==> src/rtl/dm_arb_if.sv <==
// dm_arb_if: the request/response bundle for one requester of dm_arbiter.
//
// Signals (requester-side view):
//   req   - access request, level; held with its fields until gnt is seen
//   we    - 1 = store, 0 = load
//   addr  - 6-bit byte address
//   wdata - 32-bit store data
//   dtype - 3-bit DMType (000 word, 001 half, 010 half unsigned,
//           011 byte, 100 byte unsigned)
//   gnt   - one-cycle grant pulse, high during the memory access cycle
//   done  - one-cycle completion pulse, the cycle after gnt
//   rdata - load data, valid with done on a load; held between done pulses
//   err   - alignment/range error, valid with done
//
// Modports: master = requester, slave = arbiter.
`default_nettype none

interface dm_arb_if;
  logic        req;
  logic        we;
  logic [5:0]  addr;
  logic [31:0] wdata;
  logic [2:0]  dtype;
  logic        gnt;
  logic        done;
  logic [31:0] rdata;
  logic        err;

  modport master (
    output req, we, addr, wdata, dtype,
    input  gnt, done, rdata, err
  );

  modport slave (
    input  req, we, addr, wdata, dtype,
    output gnt, done, rdata, err
  );
endinterface

`default_nettype wire

==> src/rtl/dm_arbiter.sv <==
// dm_arbiter: two-port round-robin arbiter and sequencer in front of the
// data memory. Requester 0 (CPU LSU) and requester 1 (DMA/debug) share one
// memory port. A winning command is latched in IDLE, drives the memory for
// exactly one ACCESS cycle, and completes with done/rdata/err the cycle after.
//
// Ports:
//   clk      - clock, rising edge
//   rst      - asynchronous, active-high reset
//   p0, p1   - dm_arb_if.slave requester bundles (req/we/addr/wdata/dtype in,
//              gnt/done/rdata/err out)
//   DMWr     - memory write enable
//   dm_addr  - memory byte address
//   dm_din   - memory write data
//   DMType   - memory access type
//   dm_dout  - combinational read data from the memory
//   busy     - high while in ACCESS
//
// Configuration macro: DM_ARB_ALIGN_CHECK_EN
//   defined   - commands with addr[5]=1, misaligned word/halfword addresses or
//               an undefined type (101-111) are suppressed (no write, rdata 0)
//               and complete with err=1.
//   undefined - err is always 0 and every command goes to the memory as is.
`default_nettype none

module dm_arbiter (
  input  logic        clk,
  input  logic        rst,
  dm_arb_if.slave     p0,
  dm_arb_if.slave     p1,
  output logic        DMWr,
  output logic [5:0]  dm_addr,
  output logic [31:0] dm_din,
  output logic [2:0]  DMType,
  input  logic [31:0] dm_dout,
  output logic        busy
);

  typedef enum logic {
    S_IDLE   = 1'b0,
    S_ACCESS = 1'b1
  } state_t;

  state_t      state_q, state_d;
  logic        ptr_q, ptr_d;       // last granted port
  logic        win_q, win_d;       // port owning the current command
  logic        latch_cmd;

  logic        we_q;
  logic [5:0]  addr_q;
  logic [31:0] wdata_q;
  logic [2:0]  type_q;

  logic        done0_q, done1_q;
  logic        err0_q, err1_q;
  logic [31:0] rdata0_q, rdata1_q;

  logic        in_access;
  logic        cmd_err;
  logic [31:0] rd_val;

`ifdef DM_ARB_ALIGN_CHECK_EN
  function automatic logic align_err(input logic [5:0] a, input logic [2:0] t);
    logic e;
    e = a[5];
    if (t == 3'b000 && a[1:0] != 2'b00) e = 1'b1;
    if ((t == 3'b001 || t == 3'b010) && a[0]) e = 1'b1;
    if (t > 3'b100) e = 1'b1;
    return e;
  endfunction

  assign cmd_err = align_err(addr_q, type_q);
`else
  assign cmd_err = 1'b0;
`endif

  assign in_access = (state_q == S_ACCESS);

  // Suppressed commands and stores return zero data.
  assign rd_val = (cmd_err || we_q) ? 32'h0 : dm_dout;

  always_comb begin
    state_d   = state_q;
    ptr_d     = ptr_q;
    win_d     = win_q;
    latch_cmd = 1'b0;
    DMWr      = 1'b0;
    dm_addr   = 6'h0;
    dm_din    = 32'h0;
    DMType    = 3'b000;
    busy      = 1'b0;
    p0.gnt    = 1'b0;
    p1.gnt    = 1'b0;

    case (state_q)
      S_IDLE: begin
        if (p0.req || p1.req) begin
          // On a tie the port not granted last wins; otherwise the sole requester.
          win_d     = (p0.req && p1.req) ? ~ptr_q : p1.req;
          ptr_d     = win_d;
          latch_cmd = 1'b1;
          state_d   = S_ACCESS;
        end
      end
      S_ACCESS: begin
        busy    = 1'b1;
        p0.gnt  = ~win_q;
        p1.gnt  = win_q;
        DMWr    = we_q & ~cmd_err;
        dm_addr = addr_q;
        dm_din  = wdata_q;
        DMType  = type_q;
        state_d = S_IDLE;
      end
      default: state_d = S_IDLE;
    endcase
  end

  // Control and response registers; async reset also aborts a pending ACCESS,
  // which drops DMWr immediately and cancels its done.
  always_ff @(posedge clk or posedge rst) begin
    if (rst) begin
      state_q  <= S_IDLE;
      ptr_q    <= 1'b1;
      win_q    <= 1'b0;
      done0_q  <= 1'b0;
      done1_q  <= 1'b0;
      err0_q   <= 1'b0;
      err1_q   <= 1'b0;
      rdata0_q <= 32'h0;
      rdata1_q <= 32'h0;
    end else begin
      state_q <= state_d;
      ptr_q   <= ptr_d;
      win_q   <= win_d;
      done0_q <= in_access & ~win_q;
      done1_q <= in_access & win_q;
      err0_q  <= in_access & ~win_q & cmd_err;
      err1_q  <= in_access & win_q & cmd_err;
      if (in_access && !win_q) rdata0_q <= rd_val;
      if (in_access && win_q)  rdata1_q <= rd_val;
    end
  end

  // Command latch: data only, qualified by state so it needs no reset.
  always_ff @(posedge clk) begin
    if (latch_cmd) begin
      we_q    <= win_d ? p1.we    : p0.we;
      addr_q  <= win_d ? p1.addr  : p0.addr;
      wdata_q <= win_d ? p1.wdata : p0.wdata;
      type_q  <= win_d ? p1.dtype : p0.dtype;
    end
  end

  assign p0.done  = done0_q;
  assign p1.done  = done1_q;
  assign p0.err   = err0_q;
  assign p1.err   = err1_q;
  assign p0.rdata = rdata0_q;
  assign p1.rdata = rdata1_q;

endmodule

`default_nettype wire

==> src/flat_wrapper.sv <==
// flat-port wrapper written by rule: the top's interface ports become plain ports
module dm_arbiter_flat 
  (clk, rst, DMWr, dm_addr, dm_din, DMType, dm_dout, busy, p0_req, p0_we, p0_addr, p0_wdata, p0_dtype, p0_gnt, p0_done, p0_rdata, p0_err, p1_req, p1_we, p1_addr, p1_wdata, p1_dtype, p1_gnt, p1_done, p1_rdata, p1_err);
  dm_arb_if p0_i ();
  dm_arb_if p1_i ();
  input  logic clk;
  input  logic rst;
  output logic DMWr;
  output logic [5:0] dm_addr;
  output logic [31:0] dm_din;
  output logic [2:0] DMType;
  input  logic [31:0] dm_dout;
  output logic busy;
  input wire logic [$bits(p0_i.req)-1:0] p0_req;
  input wire logic [$bits(p0_i.we)-1:0] p0_we;
  input wire logic [$bits(p0_i.addr)-1:0] p0_addr;
  input wire logic [$bits(p0_i.wdata)-1:0] p0_wdata;
  input wire logic [$bits(p0_i.dtype)-1:0] p0_dtype;
  output wire logic [$bits(p0_i.gnt)-1:0] p0_gnt;
  output wire logic [$bits(p0_i.done)-1:0] p0_done;
  output wire logic [$bits(p0_i.rdata)-1:0] p0_rdata;
  output wire logic [$bits(p0_i.err)-1:0] p0_err;
  input wire logic [$bits(p1_i.req)-1:0] p1_req;
  input wire logic [$bits(p1_i.we)-1:0] p1_we;
  input wire logic [$bits(p1_i.addr)-1:0] p1_addr;
  input wire logic [$bits(p1_i.wdata)-1:0] p1_wdata;
  input wire logic [$bits(p1_i.dtype)-1:0] p1_dtype;
  output wire logic [$bits(p1_i.gnt)-1:0] p1_gnt;
  output wire logic [$bits(p1_i.done)-1:0] p1_done;
  output wire logic [$bits(p1_i.rdata)-1:0] p1_rdata;
  output wire logic [$bits(p1_i.err)-1:0] p1_err;
  assign p0_i.req = p0_req;
  assign p0_i.we = p0_we;
  assign p0_i.addr = p0_addr;
  assign p0_i.wdata = p0_wdata;
  assign p0_i.dtype = p0_dtype;
  assign p0_gnt = p0_i.gnt;
  assign p0_done = p0_i.done;
  assign p0_rdata = p0_i.rdata;
  assign p0_err = p0_i.err;
  assign p1_i.req = p1_req;
  assign p1_i.we = p1_we;
  assign p1_i.addr = p1_addr;
  assign p1_i.wdata = p1_wdata;
  assign p1_i.dtype = p1_dtype;
  assign p1_gnt = p1_i.gnt;
  assign p1_done = p1_i.done;
  assign p1_rdata = p1_i.rdata;
  assign p1_err = p1_i.err;
  dm_arbiter u_core (.clk(clk), .rst(rst), .p0(p0_i), .p1(p1_i), .DMWr(DMWr), .dm_addr(dm_addr), .dm_din(dm_din), .DMType(DMType), .dm_dout(dm_dout), .busy(busy));
endmodule
==> config.mk <==
export PLATFORM = sky130hd
export DESIGN_NAME = dm_arbiter_flat
export DESIGN_NICKNAME = d
export VERILOG_FILES = /design/src/rtl/dm_arb_if.sv /design/src/rtl/dm_arbiter.sv /design/src/flat_wrapper.sv
export SDC_FILE = /design/constraint.sdc
export NUM_CORES = 1
export LEC_CHECK = 0
export ABC_AREA = 1
export CORE_MARGIN = 3
export CORE_UTILIZATION = 45
export DETAILED_ROUTE_END_ITERATION = 8
export HOLD_SLACK_MARGIN = 0.05
export MAX_ROUTING_LAYER = met4
export PLACE_DENSITY = 0.88
export SLEW_MARGIN = 20
export SYNTH_ARGS = -nofsm -noshare
export SYNTH_HDL_FRONTEND = slang
export SYNTH_SLANG_ARGS = --single-unit
==> constraint.sdc <==
create_clock -name clk -period 7.1 [get_ports clk]
set_clock_uncertainty 0.1 [all_clocks]
set_input_delay 1.42 -clock clk [delete_from_list [all_inputs] [get_ports clk]]
set_output_delay 1.42 -clock clk [all_outputs]
set_load 0.01 [all_outputs]
* Yosys cells after proc, flatten, opt, wreduce, memory -nomap -nowiden
Cells that the tools add are included.
** Operators by class
- Bitwise operators :: 5
- Reductions and logical operators :: 6
- Muxes and demuxes :: 18
** Operator list (count)
- 2-to-1 mux 32 bit :: 3
- 2-to-1 mux 6 bit :: 2
- 2-to-1 mux 1 bit :: 10
- 2-to-1 mux 3 bit :: 2
- logical AND 1 bit :: 3
- NOT 1 bit :: 3
- bitwise AND 1 bit :: 2
- case mux 1 bit (2 select lines) :: 1
- AND reduction 2 bit :: 1
- logical NOT 1 bit :: 1
- logical OR 1 bit :: 1
** Word-level totals
- Register bits after elaboration :: 111
- Input bits :: 120
- Word-level logic and storage cells :: 40
- Output and inout bits :: 113

* Depth between registers and ports, before layout
Gate-level depths: netlist of the first run.
- Depth in word-level cells :: 5
- Mapped depth :: 7
- Gate-level depth less buffers :: 5

* Worst setup path before layout of the first run
Ideal clock, no wire load.
- Kind :: input port to flip-flop
- Start :: input p0_req
- End :: register u_core.addr_q[0], enable pin
- Required time :: 6.599 ns
- Setup slack :: 4.158 ns
- Path buffers :: 0
- Library setup time :: 0.401 ns
- Stages on the path :: 2
- Arrival time :: 2.441 ns
- Cell sequence :: nand2_2 nand2_1
** Between the ends
- Word-level cells in the longest chain between the ends :: 3
** Ends and longest elaborated chain
- start, declared :: line flat_wrapper.sv:14 : input wire logic [$bits(p0_i.req)-1:0] p0_req;
- logical OR 1 bit :: line dm_arbiter.sv:96 : if (p0.req || p1.req) begin
- 2-to-1 mux 1 bit :: line dm_arbiter.sv:96
- 2-to-1 mux 1 bit :: line dm_arbiter.sv:94 : case (state_q)
- net u_core.latch_cmd :: line dm_arbiter.sv:46 : logic latch_cmd;
- end signal, assigned :: line dm_arbiter.sv:148 : addr_q <= win_d ? p1.addr : p0.addr;
- end, declared :: line dm_arbiter.sv:49 : logic [5:0] addr_q;
The timed path passes the listed nets, and every way through them passes these cells.
A chain may end at the register's enable or synchronous reset.

* Worst setup path after layout of the first run
- Start :: register u_core.state_q (netlist: u_core.in_access)
- End :: output p1_gnt
** Between the ends
- Word-level cells in the longest chain between the ends :: 1
** Ends and longest elaborated chain
- start, declared :: line dm_arbiter.sv:43 : state_t state_q, state_d;
- start signal, assigned :: line dm_arbiter.sv:132 : state_q <= state_d;
- 2-to-1 mux 1 bit :: line dm_arbiter.sv:94
- end, declared :: line flat_wrapper.sv:28 : output wire logic [$bits(p1_i.gnt)-1:0] p1_gnt;
No other way between the ends.

==> results of run 1 <==
## logic make-up after synthesis
| group | synth area share [%] |
|---|---|
| compound gates | 3.16 |
| buf+inv | 9.95 |
| flops | 57.3 |
| other cells | 0.0719 |
| simple gates | 29.5 |
## cell usage after synthesis
| library cell | n |
|---|---|
| conb_1 | 1 |
| nand3b_4 | 1 |
| nor2_2 | 1 |
| edfxtp_1 | 42 |
| inv_1 | 77 |
| buf_6 | 1 |
| nor2_1 | 32 |
| dfstp_2 | 1 |
| dfrtp_1 | 68 |
| nand3_2 | 2 |
| buf_2 | 21 |
| nand3_1 | 85 |
| clkbuf_1 | 14 |
| o21ai_0 | 33 |
| nand2_2 | 3 |
| nand2_1 | 248 |
| buf_4 | 7 |
| inv_6 | 1 |
## power by group through the flow
| stage | clock network (uW) | registers (uW) | logic (uW) |
|---|---|---|---|
| 2_1_floorplan | 0 | 1020 | 353 |
| 3_3_place_gp | 0 | 958 | 914 |
| 3_5_place_dp | 0 | 963 | 934 |
| 4_1_cts | 533 | 954 | 937 |
| 5_1_grt | 560 | 975 | 1010 |
| 6_report | 529 | 955 | 927 |
## sequential cells by signal (all words and copies together) (netlist names), named ones only
register	count
u_core.type_q	3
u_core.p1.rdata	32
u_core.we_q	1
u_core.in_access	1
u_core.ptr_q	1
u_core.p0.done	1
u_core.p1.done	1
u_core.wdata_q	32
u_core.p0.rdata	32
u_core.addr_q	6
## routing by layer
metal  part of all wire [%]  track usage (%)
met5                      0                -
met2                     50             39.3
met4                    3.7             9.78
met1                     40             30.9
met3                    5.9             3.93
## cell type report
type                       instances  share of cell area, %
clock buffer                      11                   3.24
multi-input combinational        407                   21.9
inverter                          78                   3.80
tap                              140                   2.23
sequential                       111                   38.1
clock inverter                     5                  0.766
timing repair buffer             236                   29.9
## through the flow
step	setup slack [ns]	area [um2]
2_1_floorplan	3.84	5220
3_3_place_gp	2.63	7530
3_5_place_dp	2.63	7530
4_1_cts	2.27	7840
5_1_grt	2.06	7840
6_report	2.29	7840
## worst reg2reg max path, cell delays in order (launching register included)
cell and delay, ns:
dfrtp_1 0.32, buf_4 0.42, nand2_2 0.51, inv_1 0.99
nand2_1 0.17, nand2_1 0.10
## path summary, 6_finish.rpt
check,startpoint,to,slack (ns)
worst max-delay path,u_core.in_access,p1_gnt,2.29
worst min-delay path,u_core.p1.rdata[28],u_core.p1.rdata[28],0.38
worst max register to register,u_core.in_access,u_core.p1.rdata[22],4.43
worst min register to register,u_core.p1.rdata[28],u_core.p1.rdata[28],0.38
max in group asynchronous,rst,u_core.in_access,4.76
min in group asynchronous,rst,u_core.p1.rdata[29],1.58
==> impl_metrics.toml, run 1 <==
[outcome]
status = "finished, final reports clean"

[floorplanning]
ioPinCount = 233
initial_core_util_pct = 47.1
die-area_mm2 = 0.0129
fp.dieW_um = 114
die_h_um = 114
rows = 38
core_mm2 = 0.0111

[place]
numPortBuffers = 230
gp_congestion = 0.826
dp.cells = 972
hpwl_mm = 10.7

[clock_tree]
htreeDepth = 3
cts_buffers = 9
cts.sinks = 111
cts_resized = 0
path_clk_slew_ns = 0.07
cts_tree = "done"
cts_max_path_buffers = 2
cts_setup_buffers = 0
clock_latency_ns = 0.33
cts_hold_buf = 0
ctsRootBufferMaster = "clkbuf_16"

[timing]
final_max_slew_viol_count = 0
hold_viol = 0
setup_violations = 0
period_share_pct = 67.7
fmaxAchievable_mhz = 208
worstMarginPinSlew_ns = 1.11
maxSlewHeadroom_pct = 26.2
setup_tns_ns = 0
rsz0062_at_grt = "no"
min_period_ns = 4.81
holdWs_ns = 0.379

[cells_and_area]
antenna_cells = 0
drive_above_1_share_pct = 3.77
finalCoreUtilization_pct = 70.8
final_cells = 988
regArea_mm2 = 0.00299
final_cell_mix = "nand2_1, clkdlybuf4s50_1, nand3_1"
nets = 963
nFillCells = 874
area_growth_pct = 50.2
multi_input_area_mm2 = 0.00172
layout_commonest_cell = "nand2_1"

[global_routing]
grt_first_pass_wirelength_mm = 24.2
grt_overflow = 0
antenna_found_initial = 0
grt_max_degree = 70
groute.usage.overall_pct = 24.4
grt_pass1_vias = 4782

[hold_path]
hp-class = "flop to flop"
hold_depth = 2

[power_and_ir_drop]
p_int_uw = 1630
combPwrFrac_pct = 38.5
ir_drop_mv = 0.167
p_sw_uw = 784
p_sw_share_pct = 32.5
total_power_uw = 2410
clockPowerShare_pct = 21.9
leakagePower_uw = 0.00395
pwr_density_cell_mw_per_mm2 = 307
p_seq_share_pct = 39.6

[logic_synthesis]
synthDistinctLibCells = 18
synth_top_area_share_pct = 32.6
synth_top_area_cell = "dfrtp_1"
syn_area_mm2 = 0.00522
ys_seq_area_share_pct = 57.3
netlist_top_cells_area = "dfrtp_1, edfxtp_1, nand2_1, nand3_1, inv_1"
ys_ff_latch = 111
synthCells = 638
synth_warnings = 0
syn_avg_cell_area_um2 = 8.18

[drt]
drt-wirelength-per-cell_um = 15.7
drt-pass1-iter-count = 5
drt_iter0_markers = 370
wl_mm = 15.5
viasPerCell = 4.99
vias = 4931
drc = 0
drtAntennaViolNets = 0

[job]
maxCapViolCount = 0

[setup_path]
crit_path_top_delay_cell = "inv_1"
critPathMaxStageDelay_ns = 0.98
worstPathArrival_ns = 3.29
path_cells = "buf_4, nand2_2, inv_1, clkdlybuf4s50_1"
cp_num_buf_inv = 3
timing.setup.critical_path_class = "flop to output pin"
critPathTopFamily = "buffers and inverters"
setup.worst_path.end_class = "output pin"
crit_cells = 4
required_ns = 5.58
path_max_fanout = 45
ff2ff_path_depth = 5
cp-start-kind = "flop"
Power figures use the tool's default switching activity.
==> inputs of run 2 (changes only) <==
--- a/config.mk
+++ b/config.mk
@@ -7,11 +7,11 @@
 export LEC_CHECK = 0
 export ABC_AREA = 1
 export CORE_MARGIN = 3
-export CORE_UTILIZATION = 45
+export CORE_UTILIZATION = 38
 export DETAILED_ROUTE_END_ITERATION = 8
 export HOLD_SLACK_MARGIN = 0.05
 export MAX_ROUTING_LAYER = met4
-export PLACE_DENSITY = 0.88
+export PLACE_DENSITY = 0.8
 export SLEW_MARGIN = 20
 export SYNTH_ARGS = -nofsm -noshare
 export SYNTH_HDL_FRONTEND = slang
==> constraint.sdc (replaced) <==
create_clock -name clk -period 4.2 [get_ports clk]
set_clock_uncertainty 0.1 [all_clocks]
set_input_delay 0.84 -clock clk [delete_from_list [all_inputs] [get_ports clk]]
set_output_delay 0.84 -clock clk [all_outputs]
set_load 0.01 [all_outputs]
==> impl_metrics.toml, run 2 (synthesized netlist as in run 1, its figures left out) <==
[drt]
drc = 0
drt-pass1-iter-count = 5
viasPerCell = 4.75
drtAntennaViolNets = 0
drt-wirelength-per-cell_um = 15.3
wl_mm = 15.7
vias = 4876
drt_iter0_markers = 397

[power_and_ir_drop]
pwr_density_cell_mw_per_mm2 = 507
leakagePower_uw = 0.00394
total_power_uw = 3990
ir_drop_mv = 0.228

[timing]
setup_violations = 0
fmaxAchievable_mhz = 336
hold_viol = 0
final_max_slew_viol_count = 0
worstMarginPinSlew_ns = 1.06
setup_tns_ns = 0
period_share_pct = 70.9
min_period_ns = 2.98
maxSlewHeadroom_pct = 29.1
rsz0062_at_grt = "no"

[floorplanning]
rows = 42
initial_core_util_pct = 39.1
die_h_um = 123
fp.dieW_um = 123
core_mm2 = 0.0133
ioPinCount = 233
die-area_mm2 = 0.0152

[setup_path]
critPathMaxStageDelay_ns = 0.59
r2r_slack_ns = 1.82
cp-start-kind = "flop"
timing.setup.critical_path_class = "flop to output pin"
required_ns = 3.26
setup.worst_path.end = "dm_din[16]"
reg2reg_from = "u_core.in_access"
setup.worst_path.end_class = "output pin"
path_max_fanout = 30
path_cells = "buf_4, nand2_1, inv_1, clkdlybuf4s50_1"
crit_path_top_delay_cell = "dfrtp_2"
ff2ff_path_depth = 5
crit_path_start = "u_core.in_access"
r2r-end = "u_core.wdata_q[18]"
worstPathArrival_ns = 2.04

[global_routing]
grt_first_pass_wirelength_mm = 24.3
grt_max_degree = 70
groute.usage.overall_pct = 21.4
antenna_found_initial = 0
grt_pass1_vias = 4654
grt_overflow = 0

[clock_tree]
cts.sinks = 111
cts_buffers = 9
htreeDepth = 3
cts_tree = "done"
cts_resized = 0
path_clk_slew_ns = 0.07
cts_max_path_buffers = 2
ctsRootBufferMaster = "clkbuf_16"
cts_hold_buf = 0
clock_latency_ns = 0.35
cts_setup_buffers = 0

[place]
hpwl_mm = 10.6
numPortBuffers = 230
gp_congestion = 0.838
placed_area_mm2 = 0.00759

[cells_and_area]
antenna_cells = 0
final_cell_mix = "nand2_1, clkdlybuf4s50_1, nand3_1"
drive_above_1_share_pct = 4.23
nFillCells = 1178
layout_commonest_cell = "nand2_1"
area_growth_pct = 50.8
nets = 966
finalCoreUtilization_pct = 59.0
final_area_mm2 = 0.00787

[hold_path]
hp-class = "flop to flop"
hp-start = "u_core.p1.rdata[14]"

[job]
maxCapViolCount = 0

[outcome]
status = "finished, final reports clean"
[run 2: cell types whose count changed in the layout (fill, tap and decap cells not counted)]
| cell | before | now |
|---|---|---|
| buf_4 | 6 | 9 |
| clkinv_4 | 0 | 2 |
| bufinv_16 | 1 | 0 |
| clkbuf_16 | 10 | 9 |
| dfrtp_1 | 68 | 67 |
| dfrtp_2 | 0 | 1 |
| inv_4 | 0 | 1 |
| inv_6 | 3 | 2 |
[run 2: layout make-up]
class                      count  area (um2)  share of cell area [%]
clock buffer                  10         229                    2.91
clock inverter                 6        45.0                   0.572
inverter                      78         298                    3.78
multi-input combinational    407        1720                    21.8
sequential                   111        2990                    38.0
tap                          176         220                    2.80
timing repair buffer         239        2370                    30.1
[run 2: critical path: cells and delay by family, from the launching register on]
| kind | cells | cell delay [ns] |
|---|---|---|
| buf+inv | 3 | 1.00 |
| flops | 1 | 0.59 |
| simple gates | 1 | 0.09 |
[run 2: per-stage QoR]
step	setup slack [ns]	hold slack, ns	cells
2_1_floorplan	1.52	0.383	639
3_3_place_gp	1.34	0.363	1011
3_5_place_dp	1.28	0.365	1011
4_1_cts	1.17	0.385	1027
5_1_grt	1.07	0.401	1027
6_report	1.22	0.381	1027
[run 2: worst min path at each step]
| stage | end | slack, ns | cells past startpoint |
|---|---|---|---|
| 6_report | u_core.p1.rdata[14] | 0.38 | 2 |
| 5_1_grt | u_core.p1.rdata[12] | 0.40 | 2 |
| 4_1_cts | u_core.p1.rdata[14] | 0.38 | 2 |
| 3_5_place_dp | u_core.p1.rdata[23] | 0.36 | 2 |
| 3_3_place_gp | u_core.p1.rdata[14] | 0.36 | 2 |
| 2_1_floorplan | u_core.ptr_q | 0.38 | 2 |
[run 2: layer usage]
layer / global-route usage, % / up-vias / wire, um
li1: - / 2392 / -
met1: 27.5 / 2278 / 6580
met2: 33.8 / 177 / 7810
met3: 3.80 / 29 / 939
met4: 8.30 / 0 / 384
met5: - / - / 0
[run 2: report_power, final]
group	internal [uW]	switching [uW]	leakage, uW
combinational	783	779	0.00251
sequential	1470	151	0.00130
clock	407	400	0.000133
total	2660	1330	0.00394
==> inputs of run 3 (changes only) <==
==> constraint.sdc (replaced) <==
create_clock -name clk -period 2.4 [get_ports clk]
set_clock_uncertainty 0.1 [all_clocks]
set_input_delay 0.48 -clock clk [delete_from_list [all_inputs] [get_ports clk]]
set_output_delay 0.48 -clock clk [all_outputs]
set_load 0.01 [all_outputs]
==> impl_metrics.toml, run 3 (synthesized netlist as in run 1, its figures left out) <==
[power_and_ir_drop]
combPwrFrac_pct = 39.1
ir_drop_mv = 0.449
pwr_density_cell_mw_per_mm2 = 892
p_seq_share_pct = 39.6
clockPowerShare_pct = 21.2
p_int_uw = 4780
p_sw_uw = 2340
p_sw_share_pct = 32.9
leakagePower_uw = 0.00400

[outcome]
status = "finished, final reports clean"

[global_routing]
groute.usage.overall_pct = 20.7
grt_first_pass_wirelength_mm = 23.7
grt_pass1_vias = 4746
grt_overflow = 0
grt_max_degree = 70
antenna_found_initial = 0

[clock_tree]
clock_latency_ns = 0.35
cts.sinks = 111
path_clk_slew_ns = 0.07
htreeDepth = 3
ctsRootBufferMaster = "clkbuf_16"
cts_buffers = 9
cts_tree = "done"
cts_max_path_buffers = 2

[place]
detailedPlace.worstSlack_ns = 0.227
gp_congestion = 0.814
hpwl_mm = 10.5
dp.cells = 1015
numPortBuffers = 230

[cells_and_area]
area_growth_pct = 53.1
nets = 970
antenna_cells = 0
final_cells = 1031
drive_above_1_share_pct = 4.80
finalCoreUtilization_pct = 59.9
layout_commonest_cell = "nand2_1"
final_cell_mix = "nand2_1, clkdlybuf4s50_1, nand3_1"

[drt]
wl_mm = 15.5
vias = 4926
drc = 0
drt_iter0_markers = 383
drtAntennaViolNets = 0
drt-pass1-iter-count = 5
drt-wirelength-per-cell_um = 15.0
viasPerCell = 4.78

[timing]
holdWs_ns = 0.383
setup_violations = 0
final_max_slew_viol_count = 0
hold_viol = 0
maxSlewHeadroom_pct = 66.3
rsz0062_at_grt = "no"
setup_tns_ns = 0
period_share_pct = 96.3
fmaxAchievable_mhz = 433
min_period_ns = 2.31
worstMarginPinSlew_ns = 0.506
fin_ws_ns = 0.0890

[setup_path]
required_ns = 1.82
timing.setup.critical_path_class = "flop to output pin"
path_max_fanout = 37
worstPathArrival_ns = 1.73
r2r_slack_ns = 0.48
cp-start-kind = "flop"
setup.worst_path.end_class = "output pin"

[job]
maxCapViolCount = 0

[floorplanning]
core_mm2 = 0.0133
initial_core_util_pct = 39.1
rows = 42
die_h_um = 123
ioPinCount = 233
die-area_mm2 = 0.0152
fp.dieW_um = 123

[hold_path]
hp-class = "flop to flop"
run 3: power by group through the flow:
stage	combinational [uW]	clock (uW)	sequential, uW
2_1_floorplan	1040	0	3020
3_3_place_gp	2770	0	2840
3_5_place_dp	2820	0	2850
4_1_cts	2820	1540	2820
5_1_grt	3050	1610	2890
6_report	2790	1510	2820
run 3: repair_timing:
| action | in CTS | in global routing |
|---|---|---|
| setup buffers | 0 | 0 |
| hold buffers | 0 | 0 |
| endpoints found under the setup margin | 0 | 1 |
| resized for setup | 0 | 1 |
run 3: path summary, 6_finish.rpt:
path | startpoint | to | cells after the start
max reg2reg | u_core.in_access | u_core.wdata_q[31] | 6
max in group asynchronous | rst | u_core.ptr_q | 3
min | u_core.p1.rdata[14] | u_core.p1.rdata[14] | 2
min in group asynchronous | rst | u_core.p1.rdata[12] | 3
max | u_core.in_access | p0_gnt | 4
min reg2reg | u_core.p1.rdata[14] | u_core.p1.rdata[14] | 2
run 3: area by class of cell:
cell class	count	area, um2
Sequential cell	111	2990
Fill cell	1174	5360
Inverter	78	300
Timing Repair Buffer	243	2460
Multi-Input combinational cell	407	1720
Tap cell	176	220
Clock inverter	5	35.0
Clock buffer	11	264
run 3: stage by stage:
step / area [um2] / power [uW]
final: 7990 / 7120
after global routing: 7990 / 7540
after CTS: 7990 / 7190
after detailed placement: 7690 / 5670
after global placement: 7690 / 5610
after floorplan: 5220 / 4060
run 3: critical path, stage by stage (launching register included):
cell             delay [ns]
dfrtp_2                0.39
buf_12                 0.19
inv_8                  0.12
nor2_2                 0.11
clkdlybuf4s50_1        0.55
run 3: metal layers:
metal  share of wire (%)  vias up  global-route usage, %
met1                  40     2333                   25.1
met3                 6.5       24                   4.21
met4                 2.4        0                   7.89
met2                  51      170                   34.0
li1                    -     2399                      -
met5                   0        -                      -
